===== src/rtl/term_pkg.sv =====
// Shared terminal-side types: arbiter FSM states, escape-sequence byte constants, default sizing.
// Pure declarations; no latency or backpressure of its own.
package term_pkg;

  typedef enum logic [2:0] {
    ST_IDLE = 3'd0,
    ST_LOAD = 3'd1,
    ST_SEND = 3'd2,
    ST_WAIT = 3'd3,
    ST_HOLD = 3'd4
  } arb_state_e;

  localparam logic [7:0] ESC         = 8'h1B;
  localparam logic [7:0] CSI_BRACKET = 8'h5B;

  localparam int NREQ_DEFAULT         = 4;
  localparam int HOLD_TIMEOUT_DEFAULT = 1023;

endpackage


===== src/rtl/tx_arbiter_if.sv =====
// Byte-source and UART-TX handshake bundle for tx_arbiter; slave is the arbiter side.
// Requesters hold byte/last while valid until acked; the TX start pulse waits for an idle transmitter.
interface tx_arbiter_if #(
  parameter int NREQ = term_pkg::NREQ_DEFAULT
);
  logic [NREQ-1:0]   i_req_v;
  logic [8*NREQ-1:0] i_req_byte;
  logic [NREQ-1:0]   i_req_last;
  logic [NREQ-1:0]   o_req_ack;
  logic [NREQ-1:0]   o_grant;
  logic [7:0]        o_byte;
  logic              o_byte_v;
  logic              i_tx_active;
  logic              i_tx_done;
  logic              o_busy;
  logic              o_timeout;

  modport master (
    output i_req_v, i_req_byte, i_req_last, i_tx_active, i_tx_done,
    input  o_req_ack, o_grant, o_byte, o_byte_v, o_busy, o_timeout
  );

  modport slave (
    input  i_req_v, i_req_byte, i_req_last, i_tx_active, i_tx_done,
    output o_req_ack, o_grant, o_byte, o_byte_v, o_busy, o_timeout
  );
endinterface


===== src/rtl/tx_arbiter_picker.sv =====
// Round-robin pick: first valid index at or above ptr, else lowest valid (wrap). Combinational.
// No handshake; the caller decides when the pick is consumed.
module rr_picker #(
  parameter  int NREQ = 4,
  localparam int IW   = $clog2(NREQ)
) (
  input  logic [NREQ-1:0] valid_i,
  input  logic [IW-1:0]   ptr_i,
  output logic [NREQ-1:0] pick_o,
  output logic [IW-1:0]   idx_o,
  output logic            any_o
);

  logic [NREQ-1:0] upper_mask;
  logic [NREQ-1:0] masked;
  logic [NREQ-1:0] cand;

  always_comb begin
    upper_mask = '0;
    for (int i = 0; i < NREQ; i++) begin
      upper_mask[i] = (IW'(i) >= ptr_i);
    end
    masked = valid_i & upper_mask;
    // Nothing at or above the pointer: wrap to the full vector.
    cand   = (|masked) ? masked : valid_i;
    pick_o = '0;
    idx_o  = '0;
    for (int i = NREQ - 1; i >= 0; i--) begin
      if (cand[i]) begin
        pick_o    = '0;
        pick_o[i] = 1'b1;
        idx_o     = IW'(i);
      end
    end
    any_o = |valid_i;
  end

endmodule


===== src/rtl/tx_arbiter.sv =====
// Packet-granular round-robin share of one UART TX among NREQ byte sources; grant 1 cycle after request, byte+ack 2, start pulse 3.
// A requester holds its byte until acked; start pulse waits while TX is active; an owner idle mid-packet loses the grant after HOLD_TIMEOUT.
module tx_arbiter
  import term_pkg::*;
#(
  parameter int NREQ         = NREQ_DEFAULT,
  parameter int HOLD_TIMEOUT = HOLD_TIMEOUT_DEFAULT
) (
  input  logic         clk,
  input  logic         rst_n,
  tx_arbiter_if.slave  bus
);

  localparam int IW = $clog2(NREQ);
  localparam int CW = $clog2(HOLD_TIMEOUT + 1);

  arb_state_e      state_q, state_d;
  logic [NREQ-1:0] grant_q, grant_d;
  logic [IW-1:0]   owner_q, owner_d;
  logic [IW-1:0]   ptr_q, ptr_d;
  logic            last_q, last_d;
  logic [7:0]      byte_q, byte_d;
  logic            byte_v_q, byte_v_d;
  logic [NREQ-1:0] ack_q, ack_d;
  logic            timeout_q, timeout_d;
  logic [CW-1:0]   cnt_q, cnt_d;

  logic [NREQ-1:0] pick;
  logic [IW-1:0]   pick_idx;
  logic            pick_any;

  logic            owner_v;
  logic [7:0]      owner_byte;
  logic            owner_last;
  logic [CW-1:0]   cnt_inc;
  logic            hold_expired;
  logic [IW-1:0]   ptr_after_owner;

  rr_picker #(.NREQ(NREQ)) u_picker (
    .valid_i (bus.i_req_v),
    .ptr_i   (ptr_q),
    .pick_o  (pick),
    .idx_o   (pick_idx),
    .any_o   (pick_any)
  );

  assign owner_v    = bus.i_req_v[owner_q];
  assign owner_byte = bus.i_req_byte[{owner_q, 3'b000} +: 8];
  assign owner_last = bus.i_req_last[owner_q];

  // Saturating so a stuck HOLD can never wrap back below the threshold.
  assign cnt_inc         = (cnt_q == CW'(HOLD_TIMEOUT)) ? cnt_q : cnt_q + 1'b1;
  assign hold_expired    = (cnt_inc == CW'(HOLD_TIMEOUT));
  assign ptr_after_owner = (owner_q == IW'(NREQ - 1)) ? '0 : owner_q + 1'b1;

  always_ff @(posedge clk or negedge rst_n) begin
    if (!rst_n) begin
      state_q   <= ST_IDLE;
      grant_q   <= '0;
      owner_q   <= '0;
      ptr_q     <= '0;
      last_q    <= 1'b0;
      byte_q    <= '0;
      byte_v_q  <= 1'b0;
      ack_q     <= '0;
      timeout_q <= 1'b0;
      cnt_q     <= '0;
    end else begin
      state_q   <= state_d;
      grant_q   <= grant_d;
      owner_q   <= owner_d;
      ptr_q     <= ptr_d;
      last_q    <= last_d;
      byte_q    <= byte_d;
      byte_v_q  <= byte_v_d;
      ack_q     <= ack_d;
      timeout_q <= timeout_d;
      cnt_q     <= cnt_d;
    end
  end

  always_comb begin
    state_d = state_q;
    case (state_q)
      ST_IDLE: if (pick_any) state_d = ST_LOAD;
      ST_LOAD: state_d = owner_v ? ST_SEND : ST_HOLD;
      ST_SEND: if (!bus.i_tx_active) state_d = ST_WAIT;
      ST_WAIT: if (bus.i_tx_done) state_d = last_q ? ST_IDLE : ST_HOLD;
      ST_HOLD: begin
        if (owner_v)           state_d = ST_LOAD;
        else if (hold_expired) state_d = ST_IDLE;
      end
      default: state_d = ST_IDLE;
    endcase
  end

  always_comb begin
    grant_d   = grant_q;
    owner_d   = owner_q;
    ptr_d     = ptr_q;
    last_d    = last_q;
    byte_d    = byte_q;
    byte_v_d  = 1'b0;
    ack_d     = '0;
    timeout_d = 1'b0;
    cnt_d     = cnt_q;
    case (state_q)
      ST_IDLE: begin
        if (pick_any) begin
          grant_d = pick;
          owner_d = pick_idx;
          cnt_d   = '0;
        end
      end
      ST_LOAD: begin
        if (owner_v) begin
          byte_d = owner_byte;
          ack_d  = grant_q;
          last_d = owner_last;
        end
      end
      ST_SEND: begin
        if (!bus.i_tx_active) byte_v_d = 1'b1;
      end
      ST_WAIT: begin
        if (bus.i_tx_done && last_q) begin
          grant_d = '0;
          ptr_d   = ptr_after_owner;
        end
      end
      ST_HOLD: begin
        if (owner_v) begin
          cnt_d = '0;
        end else if (hold_expired) begin
          grant_d   = '0;
          ptr_d     = ptr_after_owner;
          timeout_d = 1'b1;
          cnt_d     = '0;
        end else begin
          cnt_d = cnt_inc;
        end
      end
      default: ;
    endcase
  end

  assign bus.o_grant   = grant_q;
  assign bus.o_req_ack = ack_q;
  assign bus.o_byte    = byte_q;
  assign bus.o_byte_v  = byte_v_q;
  assign bus.o_timeout = timeout_q;
  assign bus.o_busy    = (state_q != ST_IDLE);

endmodule


===== src/flat_wrapper.sv =====
// flat-port wrapper written by rule: the top's interface ports become plain ports
module tx_arbiter_flat import term_pkg::*;
#(
  parameter int NREQ         = NREQ_DEFAULT,
  parameter int HOLD_TIMEOUT = HOLD_TIMEOUT_DEFAULT
)
  (clk, rst_n, bus_i_req_v, bus_i_req_byte, bus_i_req_last, bus_i_tx_active, bus_i_tx_done, bus_o_req_ack, bus_o_grant, bus_o_byte, bus_o_byte_v, bus_o_busy, bus_o_timeout);
  tx_arbiter_if #(.NREQ(NREQ)) bus_i ();
  input  logic clk;
  input  logic rst_n;
  input wire logic [$bits(bus_i.i_req_v)-1:0] bus_i_req_v;
  input wire logic [$bits(bus_i.i_req_byte)-1:0] bus_i_req_byte;
  input wire logic [$bits(bus_i.i_req_last)-1:0] bus_i_req_last;
  input wire logic [$bits(bus_i.i_tx_active)-1:0] bus_i_tx_active;
  input wire logic [$bits(bus_i.i_tx_done)-1:0] bus_i_tx_done;
  output wire logic [$bits(bus_i.o_req_ack)-1:0] bus_o_req_ack;
  output wire logic [$bits(bus_i.o_grant)-1:0] bus_o_grant;
  output wire logic [$bits(bus_i.o_byte)-1:0] bus_o_byte;
  output wire logic [$bits(bus_i.o_byte_v)-1:0] bus_o_byte_v;
  output wire logic [$bits(bus_i.o_busy)-1:0] bus_o_busy;
  output wire logic [$bits(bus_i.o_timeout)-1:0] bus_o_timeout;
  assign bus_i.i_req_v = bus_i_req_v;
  assign bus_i.i_req_byte = bus_i_req_byte;
  assign bus_i.i_req_last = bus_i_req_last;
  assign bus_i.i_tx_active = bus_i_tx_active;
  assign bus_i.i_tx_done = bus_i_tx_done;
  assign bus_o_req_ack = bus_i.o_req_ack;
  assign bus_o_grant = bus_i.o_grant;
  assign bus_o_byte = bus_i.o_byte;
  assign bus_o_byte_v = bus_i.o_byte_v;
  assign bus_o_busy = bus_i.o_busy;
  assign bus_o_timeout = bus_i.o_timeout;
  tx_arbiter #(.NREQ(NREQ), .HOLD_TIMEOUT(HOLD_TIMEOUT)) u_core (.clk(clk), .rst_n(rst_n), .bus(bus_i));
endmodule

===== config.mk =====
export PLATFORM = sky130hd
export DESIGN_NAME = tx_arbiter_flat
export DESIGN_NICKNAME = d
export VERILOG_FILES = /design/src/rtl/term_pkg.sv /design/src/rtl/tx_arbiter_if.sv /design/src/rtl/tx_arbiter_picker.sv /design/src/rtl/tx_arbiter.sv /design/src/flat_wrapper.sv
export SDC_FILE = /design/constraint.sdc
export NUM_CORES = 1
export LEC_CHECK = 0
export ABC_AREA = 1
export BUFFER_PORTS_ARGS = -buffer_cell sky130_fd_sc_hd__buf_4
export CELL_PAD_IN_SITES_DETAIL_PLACEMENT = 0
export CELL_PAD_IN_SITES_GLOBAL_PLACEMENT = 1
export CORE_MARGIN = 5
export CORE_UTILIZATION = 38
export CTS_CLUSTER_DIAMETER = 60
export DETAILED_ROUTE_END_ITERATION = 8
export GPL_ROUTABILITY_DRIVEN = 0
export HOLD_SLACK_MARGIN = 0.1
export MAX_ROUTING_LAYER = met4
export PLACE_DENSITY = 0.91
export RECOVER_POWER = 25
export SYNTH_ARGS = -nofsm -noshare
export SYNTH_HDL_FRONTEND = slang
export SYNTH_SLANG_ARGS = --single-unit

===== constraint.sdc =====
create_clock -name clk -period 2.3 [get_ports clk]
set_input_delay 0.46 -clock clk [delete_from_list [all_inputs] [get_ports clk]]
set_output_delay 0.46 -clock clk [all_outputs]
set_load 0.01 [all_outputs]

==> flow_metrics.tcl, run 1 <==
set metrics [dict create \
    synthSimpleGateAreaFrac_pct 30.7 \
    final_cell_mix "68 x nand2_1, 67 x buf_4, 40 x nor2_1" \
    ys_warn_count 0 \
    viasPerCell 4.92 \
    fin_crit_sh_pct 88.8 \
    p_leak_nw 1.44 \
    die-area_um2 7830 \
    syn2layout_area_growth_pct 27.7 \
    synth_xor_area_share_pct 0.374 \
    synth-seq-area-share_pct 38.5 \
    skew_ps 12.0 \
    criticalPathCategory "flop to flop" \
    grt_usage_pct 16.3 \
    grt_first_pass_wirelength_um 9940 \
    yosys.cell_types.count 32 \
    synth_fa_ha_area_share_pct 1.07 \
    end_kind "flop" \
    nets 421 \
    clk_pin_slew_ps 70 \
    fillCellCount 600 \
    routedWlPerCell_um 12.5 \
    gr-total-overflow 0 \
    startpoint_type "flop" \
    setup_tns_ps 0 \
    critPathMaxFanout 12 \
    initial_core_util_pct 39.3 \
    clk-insertion-delay-late_ps 290 \
    dp_hpwl_um 4510 \
    drtIter0Drc 90 \
    drive_gt1_share_pct 30.3 \
    cts_sinks 36 \
    final_hold_viol_count 0 \
    drtAntennaViolNets 0 \
    peakVddDrop_uv 662 \
    antenna_found_initial 0 \
    power_density_nw_per_um2 969 \
    avgSynthCellArea_um2 7.60 \
    grt_max_degree 37 \
    finalPower_mw 2.90 \
    coreArea_um2 5960 \
    numPortBuffers 62 \
    synth_area_um2 2340 \
    drt-pass1-iter-count 4 \
    regArea_um2 901 \
    drc_errors 0 \
    vias 2221 \
    core.rowCount 28 \
    cts_root_buf "clkbuf_8" \
    fmax_mhz 490 \
    final_common_cell "nand2_1" \
    die_height_um 88.5 \
    cts_tree "yes" \
    wirelength_um 5620 \
    maxSlewHeadroom_pct 40.1 \
    tightestPinTransition_ps 898 \
    finalMaxSlewViolations 0 \
    n_antenna_cell 0 \
    min_period_ps 2040 \
    worstHoldPathType "input pin to async pin" \
    synth.mux.area_fraction_pct 4.33 \
    die_width_um 88.5 \
    clockBufferDepth 2 \
    cap_violations 0 \
    syn_nets 354 \
    synth-compound-area-share_pct 16.6 \
    cts_made_buffers 5 \
    cts.repair.resized 0 \
    postSynthCellCount 308 \
    ctsHoldBuffers 0 \
    setup_viol 0 \
    rsz0062_at_grt "false" \
    outcome "completed" \
    synth_top_family_by_area "simple AND/OR/NAND/NOR gates" \
    synth_seq_cells 36 \
    first_global_vias 2275 \
    critPathArrivalTime_ps 2220 \
    multi_input_area_um2 1240 \
    htreeDepth 2 \
    io_pins 63 \
    post_cts_buffers 0 \
    cp.required_ps 2480 \
]
path summary, 6_finish.rpt:
path,from,endpoint,slack (ps),cells past startpoint
worst min-delay path,rst_n,u_core.bus.o_byte[2],290,1
worst max-delay path,u_core.cnt_q[1],u_core.state_q[1],260,12
max in group asynchronous,rst_n,u_core.cnt_q[1],1440,1
min in group clk,bus_i_tx_active,u_core.bus.o_byte_v,330,2
worst min register to register,u_core.bus.o_grant[2],u_core.bus.o_grant[2],500,2
worst max register to register,u_core.cnt_q[1],u_core.state_q[1],260,12
synthesized netlist by cell type:
master | number | share of area [%]
nand2_1 | 68 | 11
nor2_1 | 40 | 6.4
inv_1 | 38 | 6.1
dfrtp_1 | 36 | 38
o21ai_0 | 24 | 5.1
nand3_1 | 11 | 2.4
o22ai_1 | 11 | 2.9
nand4_1 | 9 | 2.4
o22ai_2 | 9 | 4.8
a21oi_1 | 6 | 1.3
mux2_1 | 5 | 2.4
nor2_2 | 5 | 1.3
clkbuf_1 | 4 | 0.64
inv_2 | 4 | 0.64
mux2_2 | 4 | 1.9
nor3_1 | 4 | 0.85
buf_2 | 3 | 0.64
nand2_2 | 3 | 0.80
nand3_4 | 3 | 2.2
o21ai_1 | 3 | 0.64
o21ai_2 | 3 | 1.1
ha_1 | 2 | 1.1
nand3_2 | 2 | 0.85
nor2_4 | 2 | 0.96
nor4_1 | 2 | 0.53
a21oi_2 | 1 | 0.37
and2_1 | 1 | 0.27
buf_6 | 1 | 0.48
nand2_4 | 1 | 0.48
o211ai_1 | 1 | 0.32
or2_2 | 1 | 0.27
xor2_1 | 1 | 0.37
registers in the layout, indices dropped and copies added, names as in the netlist:
register              count
u_core.bus.o_timeout      1
u_core.owner_q            2
u_core.bus.o_byte_v       1
u_core.last_q             1
u_core.state_q            3
u_core.bus.o_byte         8
u_core.cnt_q             10
u_core.bus.o_grant        4
u_core.bus.o_req_ack      4
u_core.ptr_q              2
routing by layer:
metal,global-route usage (%),wire [um],vias up
met5,-,0,-
met4,3.85,48,0
met3,3.45,199,6
met2,27.5,2860,43
met1,20.1,2520,1025
li1,-,-,1147
stage by stage:
step	util, %	hold slack (ps)	area, um^2	setup WS (ps)	std cells
after floorplan	-	164	2340	565	308
after detailed placement	48.8	448	2910	224	443
final	50.2	289	2990	258	451
after CTS	50.3	132	2990	238	451
after global placement	48.8	446	2910	362	443
after global routing	50.2	315	2990	55.9	451
logic make-up (layout without fill, tap and decap cells):
family,Yosys count,count (layout)
xor gates and xnor gates,1,1
and+or+nand+nor,152,152
adders and majority gates,2,2
AOI/OAI and AO/OA,58,58
muxes,9,9
buffers and inverters,50,118
DFF,36,36
where the power goes:
| group | total, mW | switching (mW) | internal [mW] |
|---|---|---|---|
| clock network | 0.440 | 0.229 | 0.211 |
| registers | 0.965 | 0.151 | 0.814 |
| logic | 1.49 | 0.849 | 0.643 |
final cells by class:
| type | instances | area share, % |
|---|---|---|
| clock inverters | 3 | 0.628 |
| flip-flops and latches | 36 | 30.1 |
| inverters | 42 | 5.27 |
| multi-input cells | 222 | 41.5 |
| well taps | 75 | 3.14 |
| repair buffers | 68 | 17.0 |
| clock buffers | 5 | 2.30 |
critical path: stages, from the launching register on:
cell and delay (ps):
dfrtp_1 410, ha_1 220, nand2_2 130, nor2_4 150, nand3_4 120, nand2_1 80
nand2_1 70, nand2_1 90, nor2_2 50, nand3_4 90, nand3_2 290, nand3_1 170
nand2_1 60
(Power assumes the default switching activity.)
==> run 2: changes to the inputs <==
PLACE_DENSITY = default   (was 0.91)
PLACE_DENSITY_LB_ADDON = 0.08   (was default)
==> flow_metrics.tcl, run 2 (synthesis gave the netlist of run 1 again) <==
set metrics [dict create \
    cts.repair.resized 0 \
    viasPerCell 4.94 \
    fin_crit_sh_pct 88.8 \
    finalPower_mw 2.94 \
    drt-pass1-iter-count 4 \
    reg2regPathDepth 9 \
    rr_startpoint "u_core.owner_q[1]" \
    post_cts_buffers 0 \
    wirelength_um 6030 \
    vias 2221 \
    die_width_um 88.5 \
    nets 420 \
    critPathArrivalTime_ps 2220 \
    cts_root_buf "clkbuf_8" \
    drive_gt1_share_pct 29.6 \
    grt_usage_pct 17.3 \
    n_antenna_cell 0 \
    coreArea_um2 5960 \
    tightestPinTransition_ps 926 \
    htreeDepth 2 \
    cp.required_ps 2480 \
    cts_made_buffers 5 \
    largest_reg_flops 10 \
    gr-total-overflow 0 \
    criticalPathCategory "flop to flop" \
    routedWlPerCell_um 13.4 \
    power_density_nw_per_um2 986 \
    die_height_um 88.5 \
    drc_errors 0 \
    cap_violations 0 \
    antenna_found_initial 0 \
    ctsHoldBuffers 0 \
    initial_core_util_pct 39.3 \
    startpoint_type "flop" \
    clk_pin_slew_ps 70 \
    grt_first_pass_wirelength_um 10300 \
    rsz0062_at_grt "false" \
    crit_start "u_core.owner_q[1]" \
    fmax_mhz 489 \
    dp_hpwl_um 4730 \
    final_common_cell "nand2_1" \
    final_hold_viol_count 0 \
    peakVddDrop_uv 526 \
    p_leak_nw 1.43 \
    setup_viol 0 \
    outcome "completed" \
    drtIter0Drc 85 \
    clk-insertion-delay-late_ps 290 \
    worstHoldPathType "input pin to async pin" \
    end_kind "flop" \
    die-area_um2 7830 \
    min_period_ps 2040 \
    clockBufferDepth 2 \
    io_pins 63 \
    maxSlewHeadroom_pct 38.3 \
    cts_tree "yes" \
    cts_sinks 36 \
    setup_tns_ps 0 \
    critPathMaxFanout 12 \
    reg2reg_to "u_core.state_q[1]" \
    reg2reg_slack_ps 260 \
    final_cell_mix "68 x nand2_1, 66 x buf_4, 40 x nor2_1" \
    skew_ps 8.96 \
    drtAntennaViolNets 0 \
    syn2layout_area_growth_pct 27.5 \
    finalMaxSlewViolations 0 \
    numPortBuffers 62 \
    core.rowCount 28 \
    top_register "u_core.cnt_q" \
    grt_max_degree 37 \
    first_global_vias 2299 \
]
==> run 2: cell type report <==
| class | count | area, um^2 |
|---|---|---|
| clock buffers | 8 | 90.1 |
| fillers | 613 | 2970 |
| inverters | 42 | 158 |
| flip-flops and latches | 36 | 901 |
| multi-input cells | 222 | 1240 |
| repair buffers | 67 | 500 |
| well taps | 75 | 93.8 |
==> run 2: per-stage QoR <==
| stage | hold slack (ps) | area [um^2] | worst slack (ps) | cells | utilization, % |
|---|---|---|---|---|---|
| 2_1_floorplan | 164 | 2340 | 565 | 308 | - |
| 3_3_place_gp | 458 | 2900 | 294 | 442 | 48.7 |
| 3_5_place_dp | 458 | 2900 | 239 | 442 | 48.7 |
| 4_1_cts | 147 | 2990 | 226 | 450 | 50.2 |
| 5_1_grt | 323 | 2990 | 16.4 | 450 | 50.1 |
| 6_report | 307 | 2990 | 257 | 450 | 50.1 |
==> run 2: worst max path at each step <==
| stage | to | cells past startpoint |
|---|---|---|
| after detailed placement | u_core.state_q[1] | 9 |
| after CTS | u_core.state_q[1] | 9 |
| final | u_core.state_q[1] | 9 |
| after floorplan | u_core.cnt_q[0] | 11 |
| after global routing | u_core.state_q[1] | 9 |
| after global placement | u_core.state_q[1] | 9 |
==> run 2: worst max-delay path: stages, from the launching register on <==
cell     delay [ps]
dfrtp_1         580
inv_1           100
a21oi_1         120
o21ai_0          80
and2_1          190
nand2_1         420
buf_4           250
nand2_1          60
nand3_1          70
nand2_1          60
==> run 2: where the power goes <==
part	leakage, nW	total [mW]	internal, mW	switching (mW)
Sequential	0.471	0.966	0.814	0.152
Combinational	0.915	1.51	0.638	0.869
Clock	0.0455	0.471	0.245	0.227
Total	1.43	2.94	1.70	1.25
==> run 2: routing by layer <==
metal | share of wire [%] | track usage, % | wire, um | vias up
li1 | - | - | - | 1148
met2 | 51 | 29.4 | 3080 | 29
met3 | 2.4 | 3.07 | 143 | 11
met4 | 1.5 | 5.36 | 93 | 0
met1 | 45 | 20.9 | 2720 | 1033
met5 | 0 | - | 0 | -
==> run 3: changes to the inputs <==
ABC_AREA = default   (was 1)
CORE_UTILIZATION = 40   (was 38)
==> flow_metrics.tcl, run 3 <==
set metrics [dict create \
    drtAntennaViolNets 0 \
    drive_gt1_share_pct 39.9 \
    final_hold_viol_count 0 \
    synth_seq_cells 36 \
    core.rowCount 28 \
    io_pins 63 \
    skew_ps 5.49 \
    final_cell_mix "80 x buf_4, 35 x dfrtp_1, 26 x nand2_1" \
    startpoint_type "flop" \
    reg2reg_to "u_core.bus.o_grant[3]" \
    rr_startpoint "u_core.cnt_q[0]" \
    synth_xor_area_share_pct 0.373 \
    largest_reg_flops 10 \
    synth_top_family_by_area "simple AND/OR/NAND/NOR gates" \
    critPathMaxFanout 5 \
    coreArea_um2 5820 \
    numPortBuffers 62 \
    first_global_vias 2118 \
    nets 352 \
    whs_ps 305 \
    min_period_ps 2180 \
    p_int_mw 1.71 \
    fillCellCount 545 \
    wirelength_um 6190 \
    cap_violations 0 \
    peakVddDrop_uv 583 \
    finalPower_mw 2.71 \
    syn2layout_area_growth_pct 31.1 \
    syn_nets 276 \
    dp_hpwl_um 4800 \
    die_width_um 86.6 \
    post_cts_buffers 0 \
    avgSynthCellArea_um2 10.2 \
    grt_max_degree 37 \
    cp.required_ps 2470 \
    ys_warn_count 0 \
    cts_root_buf "clkbuf_8" \
    reg2regPathDepth 7 \
    synth.mux.area_fraction_pct 17.2 \
    synth-seq-area-share_pct 38.4 \
    synth-compound-area-share_pct 17.3 \
    gr-total-overflow 0 \
    cts_made_buffers 5 \
    cpPeakStageDelay_ps 360 \
    regArea_um2 902 \
    clock_power_share_pct 15.4 \
    criticalPathCategory "flop to flop" \
    clockBufferDepth 2 \
    crit_path_end "u_core.bus.o_grant[3]" \
    dpl_worst_slack_ps -0.283 \
    maxSlewHeadroom_pct 38.6 \
    die_height_um 86.6 \
    initial_core_util_pct 40.4 \
    antenna_found_initial 0 \
    tightestPinTransition_ps 921 \
    critPathArrivalTime_ps 2350 \
    p_leak_nw 1.34 \
    cts_tree "yes" \
    final_common_cell "buf_4" \
    fin_crit_sh_pct 95.0 \
    finalMaxSlewViolations 0 \
    grt_usage_pct 18.0 \
    finish.instance_area_um2 3080 \
    switching_power_uw 998 \
    worstHoldPathType "input pin to async pin" \
    rsz0062_at_grt "false" \
    drc_errors 0 \
    fin_ws_ps 116 \
    synth_edf_count 0 \
    combPwrFrac_pct 48.9 \
    clk_pin_slew_ps 70 \
    die-area_um2 7500 \
    cp_slowest_cell "dfrtp_1" \
    power_density_nw_per_um2 881 \
    htreeDepth 2 \
    synth_area_um2 2350 \
    cts_sinks 36 \
    n_antenna_cell 0 \
    synthTopCellsByCount "36 x dfrtp_1, 26 x nand2_1, 14 x nor2_1" \
    synth_top_area_share_pct 38.4 \
    yosys.area.top_type "dfrtp_1" \
    setup_viol 0 \
    synthSimpleGateAreaFrac_pct 22.1 \
    reg2reg_slack_ps 120 \
    grt_first_pass_wirelength_um 10400 \
    synth_fa_ha_area_share_pct 1.07 \
    multi_input_area_um2 1380 \
    pwr-share-seq_pct 35.7 \
    outcome "completed" \
    dpl_cell_area_um2 2980 \
    crit_chain "ha_2 > and3_4 > nand4_4 > a221oi_2 > nand4_1 > o22ai_4 > mux2_1" \
    ctsHoldBuffers 0 \
    end_kind "flop" \
    vias 2100 \
    swShare_pct 36.8 \
    synth_flop_cell "dfrtp_1" \
    fmax_mhz 458 \
    routedWlPerCell_um 16.2 \
    clk-insertion-delay-late_ps 280 \
    viasPerCell 5.51 \
    yosys.cell_types.count 60 \
    top_register "u_core.cnt_q" \
    drtIter0Drc 121 \
    synthTopCellsByArea "dfrtp_1 38%, mux4_2 9.6%, mux2_2 4.3%" \
    synth_most_common_cell "dfrtp_1" \
    postSynthCellCount 230 \
    synthArstFlopShare_pct 100 \
    drt-pass1-iter-count 4 \
    crit_start "u_core.cnt_q[0]" \
]
-- run 3: cell types whose count changed after synthesis, moves of 8 or more --
cell,change
mux4_2,+10
o21ai_0,-13
nand2_1,-42
o22ai_2,-8
nor2_1,-26
inv_1,-33
-- run 3: cells by family after synthesis --
| logic type | after synthesis |
|---|---|
| and+or+nand+nor | 89 |
| buffers and inverters | 17 |
| DFF | 36 |
| adders and majority gates | 2 |
| xor gates and xnor gates | 1 |
| muxes | 26 |
| AOI/OAI and AO/OA | 59 |
-- run 3: worst max-delay path: cells and delay by family, from the launching register on --
kind            cells  cell delay [ps]
compound gates      2              550
simple gates        3              550
fa+ha+maj           1              250
flops               1              360
mux                 1              340
-- run 3: how the worst min path moves through the flow --
| stage | depth (start not counted) | startpoint | to |
|---|---|---|---|
| 4_1_cts | 1 | rst_n | u_core.cnt_q[8] |
| 2_1_floorplan | 0 | rst_n | u_core.bus.o_byte[0] |
| 3_5_place_dp | 1 | rst_n | u_core.cnt_q[8] |
| 6_report | 1 | rst_n | u_core.bus.o_byte[6] |
| 3_3_place_gp | 1 | rst_n | u_core.bus.o_byte[6] |
| 5_1_grt | 2 | bus_i_tx_active | u_core.bus.o_byte_v |
-- run 3: repair_timing --
action / in CTS / in global routing
gates resized for setup: 1 / 3
endpoints found under the hold margin: 0 / 0
setup endpoints to repair: 3 / 10
pin swaps: 0 / 0
-- run 3: metrics by stage --
stage               std cells  setup TNS, ps  utilization [%]
finish                    381              0             52.9
global route              381              0             52.9
CTS                       381              0             52.8
detailed placement        374         -0.283             51.3
global placement          374              0             51.3
floorplan                 230              0                -
-- run 3: power groups by stage --
stage                     sequential, mW  clock (mW)  combinational [mW]
final                              0.969       0.418                1.33
after global routing               0.996       0.470                1.47
after CTS                          0.969       0.449                1.35
after detailed placement           0.980           0                1.33
after global placement             0.973           0                1.33
after floorplan                    0.992           0               0.801
-- run 3: metal layers --
layer / vias to the layer above / GRT usage, % / share of wire (%)
li1: 1031 / - / -
met1: 996 / 24.8 / 48
met2: 63 / 27.3 / 44
met3: 10 / 3.90 / 6.7
met4: 0 / 3.97 / 1.4
met5: - / - / 0
-- run 3: layout make-up --
type	count	share of cell area, %
Clock inverter	1	0.163
Sequential cell	36	29.3
Tap cell	75	3.05
Multi-Input combinational cell	177	44.8
Inverter	5	0.610
Timing Repair Buffer	81	19.7
Clock buffer	6	2.36
